`config.mk`:
```
export PLATFORM = sky130hd
export DESIGN_NAME = uart_tx_fmt
export DESIGN_NICKNAME = d
export VERILOG_FILES = /design/src/rtl/uart_tx_fmt.sv
export SDC_FILE = /design/constraint.sdc
export NUM_CORES = 1
export LEC_CHECK = 0
export ABC_AREA = 1
export BUFFER_PORTS_ARGS = -buffer_cell sky130_fd_sc_hd__buf_2
export CAP_MARGIN = 20
export CORE_MARGIN = 3
export CORE_UTILIZATION = 30
export CTS_CLUSTER_DIAMETER = 120
export DETAILED_ROUTE_END_ITERATION = 7
export HOLD_SLACK_MARGIN = 0.15
export PLACE_DENSITY = 0.46
export SLEW_MARGIN = 40
export SYNTH_ARGS = -nofsm -noshare
export SYNTH_HDL_FRONTEND = slang
export SYNTH_SLANG_ARGS = --single-unit
```
`constraint.sdc`:
```
create_clock -name clk -period 2 [get_ports clk]
set_clock_uncertainty 0.2 [all_clocks]
set_input_delay 0.2 -clock clk [delete_from_list [all_inputs] [get_ports clk]]
set_output_delay 0.2 -clock clk [all_outputs]
set_load 0.005 [all_outputs]
```
`src/rtl/uart_tx_fmt.sv`:
```
// UART transmit formatter for debug print requests.
// Sends one ASCII char or a 32-bit word as 8 uppercase hex digits on an 8N1 line, then acks once.
module uart_tx_fmt #(
  parameter int CLK_FREQ = 100_000_000,
  parameter int BAUD     = 115200
) (
  input  logic        clk,
  input  logic        rstn,
  input  logic        req_tx,
  input  logic        type_tx,
  input  logic [31:0] din_tx,
  output logic        ack_tx,
  output logic        busy,
  output logic        txd
);

  localparam int CLKS_PER_BIT = CLK_FREQ / BAUD;
  localparam int BW = (CLKS_PER_BIT > 1) ? $clog2(CLKS_PER_BIT) : 1;
  localparam logic [BW-1:0] BAUD_LAST = BW'(CLKS_PER_BIT - 1);

  typedef enum logic [2:0] {
    IDLE,
    LOAD,
    START,
    DATA,
    STOP,
    DONE
  } state_t;

  state_t        state, state_n;
  logic [BW-1:0] baud_cnt, baud_n;
  logic [2:0]    bit_cnt, bit_n;
  logic [3:0]    char_cnt, char_cnt_n;
  logic [3:0]    n_chars;
  logic [31:0]   shift_word;
  logic [7:0]    char_reg;
  logic          is_hex;
  logic          armed;
  logic          accept;
  logic          baud_tick;
  logic          txd_n;
  logic [3:0]    nib;
  logic [7:0]    hex_char;

  assign nib       = shift_word[31:28];
  assign hex_char  = (nib < 4'd10) ? (8'h30 + {4'd0, nib}) : (8'h37 + {4'd0, nib});
  assign baud_tick = (baud_cnt == BAUD_LAST);
  assign ack_tx    = (state == DONE);

  always_comb begin
    state_n    = state;
    bit_n      = bit_cnt;
    char_cnt_n = char_cnt;
    baud_n     = '0;
    accept     = 1'b0;
    txd_n      = 1'b1;
    case (state)
      IDLE: begin
        if (armed && req_tx) begin
          state_n = LOAD;
          accept  = 1'b1;
        end
      end
      LOAD: state_n = START;
      START: begin
        if (baud_tick) begin
          state_n = DATA;
          bit_n   = 3'd0;
        end
      end
      DATA: begin
        if (baud_tick) begin
          if (bit_cnt == 3'd7) state_n = STOP;
          else bit_n = bit_cnt + 3'd1;
        end
      end
      STOP: begin
        if (baud_tick) begin
          char_cnt_n = char_cnt + 4'd1;
          state_n    = (char_cnt_n == n_chars) ? DONE : LOAD;
        end
      end
      DONE: begin
        state_n    = IDLE;
        char_cnt_n = 4'd0;
      end
      default: state_n = IDLE;
    endcase

    // Baud counter restarts on every state entry and on each data bit boundary.
    if ((state_n == state) && !baud_tick &&
        ((state == START) || (state == DATA) || (state == STOP)))
      baud_n = baud_cnt + BW'(1);

    // txd is computed from the upcoming state so the register output matches it exactly.
    case (state_n)
      START:   txd_n = 1'b0;
      DATA:    txd_n = char_reg[bit_n];
      default: txd_n = 1'b1;
    endcase
  end

  always_ff @(posedge clk or negedge rstn) begin
    if (!rstn) begin
      state    <= IDLE;
      baud_cnt <= '0;
      bit_cnt  <= 3'd0;
      char_cnt <= 4'd0;
      txd      <= 1'b1;
    end else begin
      state    <= state_n;
      baud_cnt <= baud_n;
      bit_cnt  <= bit_n;
      char_cnt <= char_cnt_n;
      txd      <= txd_n;
    end
  end

  // Re-arming only happens in IDLE, so a level request held through ack is not re-accepted.
  always_ff @(posedge clk or negedge rstn) begin
    if (!rstn) begin
      armed      <= 1'b1;
      busy       <= 1'b0;
      shift_word <= 32'd0;
      n_chars    <= 4'd0;
      is_hex     <= 1'b0;
      char_reg   <= 8'd0;
    end else begin
      if (accept) begin
        shift_word <= din_tx;
        is_hex     <= type_tx;
        n_chars    <= type_tx ? 4'd8 : 4'd1;
        busy       <= 1'b1;
        armed      <= 1'b0;
      end else if ((state == IDLE) && !req_tx) begin
        armed <= 1'b1;
      end
      if (state == LOAD) begin
        char_reg <= is_hex ? hex_char : shift_word[7:0];
        if (is_hex) shift_word <= shift_word << 4;
      end
      if (state == DONE) busy <= 1'b0;
    end
  end

endmodule

```
==> flow_summary.ini <==
[critical_path]
worstRegToRegCells = 10
critPathTopFamily = simple AND/OR/NAND/NOR gates
rrSetupSlack_ns = 0.14
crit_chain = ha_4, nand2_2, nor2_4, nand3_4, buf_4, nor2_1, a21oi_2, nand3b_1, nand3_1, nand2_1
cp-end-kind = flip-flop
required_ns = 2.07
r2r-start = baud_cnt[1]$_DFF_PN0_
slowest_stage = dfrtp_1
cp_num_buf_inv = 1
cp-start-kind = flip-flop
r2r_end = txd$_DFF_PN1_
critPathMaxFanout = 6
arrival_ns = 1.93
critPathMaxStageDelay_ns = 0.41
critPathKind = flip-flop to flip-flop

[cts]
cts.reportedPaths.clkPinSlew_ns = 0.08
clk-insertion-delay-late_ns = 0.34
ctsRootBufferMaster = clkbuf_8
clockBufferDepth = 2
tritoncts = built
cts.sinks = 65
htreeDepth = 3
cts_buffers = 9

[sta]
fmax_ghz = 0.538
rsz0062_at_grt = false
finalHoldViolCount = 0
final-setup-viol-count = 0
min_period_over_period_pct = 92.9
period_needed_ns = 1.86
maxSlewHeadroom_pct = 56.6
fin_ws_ns = 0.141
tightest_slew_ns = 0.648
setup_tns_ns = 0
maxSlewViolCount = 0

[final_layout]
layout_common_cells = inv_1 (66), o21ai_0 (66), dfrtp_1 (62), a21oi_1 (41), buf_2 (38)
largest_register_ffs = 32
final_cells = 616
area_growth_pct = 30.7
final_util_pct = 40.9
seq_area_sq_mm = 0.00163
final_layout_size_suffix_gt1_share_pct = 20.2
insertedDiodeCount = 0
multi_input_area_sq_mm = 0.00135
fillerInstances = 1081
final_net_count = 515

[power]
p_sw_share_pct = 23.8
p_switching_w = 0.000616
p_per_area_mw_per_mm2 = 603
p_leak_nw = 2.05
p_seq_share_pct = 50.6
ir_worst_vdd_uv = 281
power_frac_comb_pct = 4.7
internal_power_w = 0.00198
clock_power_share_pct = 44.7

[logic_synthesis]
syn_area_per_cell_sq_um = 8.38
ys_seq_elements = 65
synth_edf_count = 0
synth_fp_nets = 433
synth_area_sq_mm = 0.00329
ys_seq_area_share_pct = 49.5
dominantRegCellSynth = dfrtp_1
ys_types = 35
async_reset_ff_share_pct = 100
synth_warnings = 0
synthCells = 393

[global_route]
grtUsageMet3_pct = 2.35
antenna_found_initial = 0
use_met2_pct = 23.3
grt_use_total_pct = 13.6
grt_pass1_wl_microns = 13800
met1_usage_pct = 17.0
grt_overflow_total = 0
grt_pass1_vias = 2991
grt_start_max_net_pins = 66
grt.busiest_layer = met2

[place]
portBuffers = 38
gp_congestion = 0.770
pre_cts_ws_ns = 0.122
dpl.cell_count = 563
post-dp-hpwl_microns = 5420

[floorplan]
rows = 37
core_area_sq_mm = 0.0105
die_y_microns = 111
ioPinCount = 39
dieArea_sq_mm = 0.0123
die_width_microns = 111
start_util_pct = 31.3

[run]
drv_cap = 0

[routing]
drcViolationCount = 0
antenna_left = 0
drtPass1Iterations = 4
wirelength_microns = 7900
drt_iter0_drc = 156
drt-vias-per-instance = 4.61
vias = 2842
wire_per_inst_microns = 12.8

[status]
status = complete, no violations

[min_path]
hp-class = input pin to asynchronous set/reset pin
-- worst reg2reg max path, delay by kind of cell, from the launching register on --
family          cells  cell delay, ns
simple gates        7            0.76
buf+inv             1            0.17
fa+ha+maj           1            0.17
flops               1            0.41
compound gates      1            0.08
-- per-layer routing --
layer,vias to the layer above,wire [microns]
li1,1456,-
met1,1333,3700
met2,46,3890
met3,7,227
met4,0,85
met5,-,0
-- final cells by class --
class                      instances  share of cell area [%]
timing repair buffer              85                    15.9
clock buffer                       9                    2.88
sequential                        65                    37.9
inverter                          71                    6.19
multi-input combinational        243                    31.4
clock inverter                     7                    1.80
tap                              136                    3.95
-- cells by family (layout without fill, tap and decap cells) --
family | count (synthesis) | in the layout | synth area share (%)
AO/OA/AOI/OAI | 128 | 128 | 20.4
AND/OR/NAND/NOR | 105 | 105 | 16.5
buffers and inverters | 85 | 172 | 10.5
flip-flops | 65 | 65 | 49.5
XOR/XNOR | 6 | 6 | 1.60
adder cells (fa/ha/maj) | 4 | 4 | 1.52
-- how the worst max path moves through the flow --
stage,cells past startpoint,end,startpoint,slack [ns]
after global routing,10,txd$_DFF_PN1_,state[2]$_DFF_PN0_,0.007
after global placement,13,txd$_DFF_PN1_,baud_cnt[0]$_DFF_PN0_,0.21
after floorplan,13,txd$_DFF_PN1_,baud_cnt[0]$_DFF_PN0_,0.30
after detailed placement,12,txd$_DFF_PN1_,baud_cnt[0]$_DFF_PN0_,0.12
after CTS,11,txd$_DFF_PN1_,bit_cnt[0]$_DFF_PN0_,0.1
final,10,txd$_DFF_PN1_,baud_cnt[1]$_DFF_PN0_,0.14
-- synthesized netlist by cell type, types with 4 or more instances --
library cell	count	area, sq um
buf_2	4	20.0
o21ai_1	9	45.0
ha_1	4	50.1
o21ai_0	67	335
nor3_1	4	20.0
nand3_1	25	125
a21oi_1	41	205
inv_1	66	248
nand2_2	7	43.8
clkbuf_1	7	26.3
xor2_1	6	52.6
dfrtp_1	63	1580
nand2_1	34	128
nor2_1	19	71.3
-- metrics by stage --
stage                     hold WS (ns)  cell area, sq um  power [W]
after CTS                        0.221              4260    0.00264
after detailed placement       -0.0263              3700    0.00141
after global routing             0.238              4300    0.00272
final                            0.205              4300    0.00259
after global placement         -0.0330              3700    0.00141
after floorplan                 -0.296              3290    0.00134
-- power groups by stage --
| stage | logic [W] | clock network [W] | registers, W |
|---|---|---|---|
| final | 0.000122 | 0.00116 | 0.00131 |
| after global routing | 0.000139 | 0.00127 | 0.00131 |
| after CTS | 0.000125 | 0.00120 | 0.00131 |
| after detailed placement | 0.0000706 | 0 | 0.00134 |
| after global placement | 0.0000713 | 0 | 0.00134 |
-- what timing repair did --
item                                    in CTS  in global routing
gates resized for setup                      0                  9
endpoints found under the hold margin      100                  0
hold buffers                                36                  0
setup buffers                                0                  1
endpoints found under the setup margin       0                  1
Power figures use the tool's default switching activity.
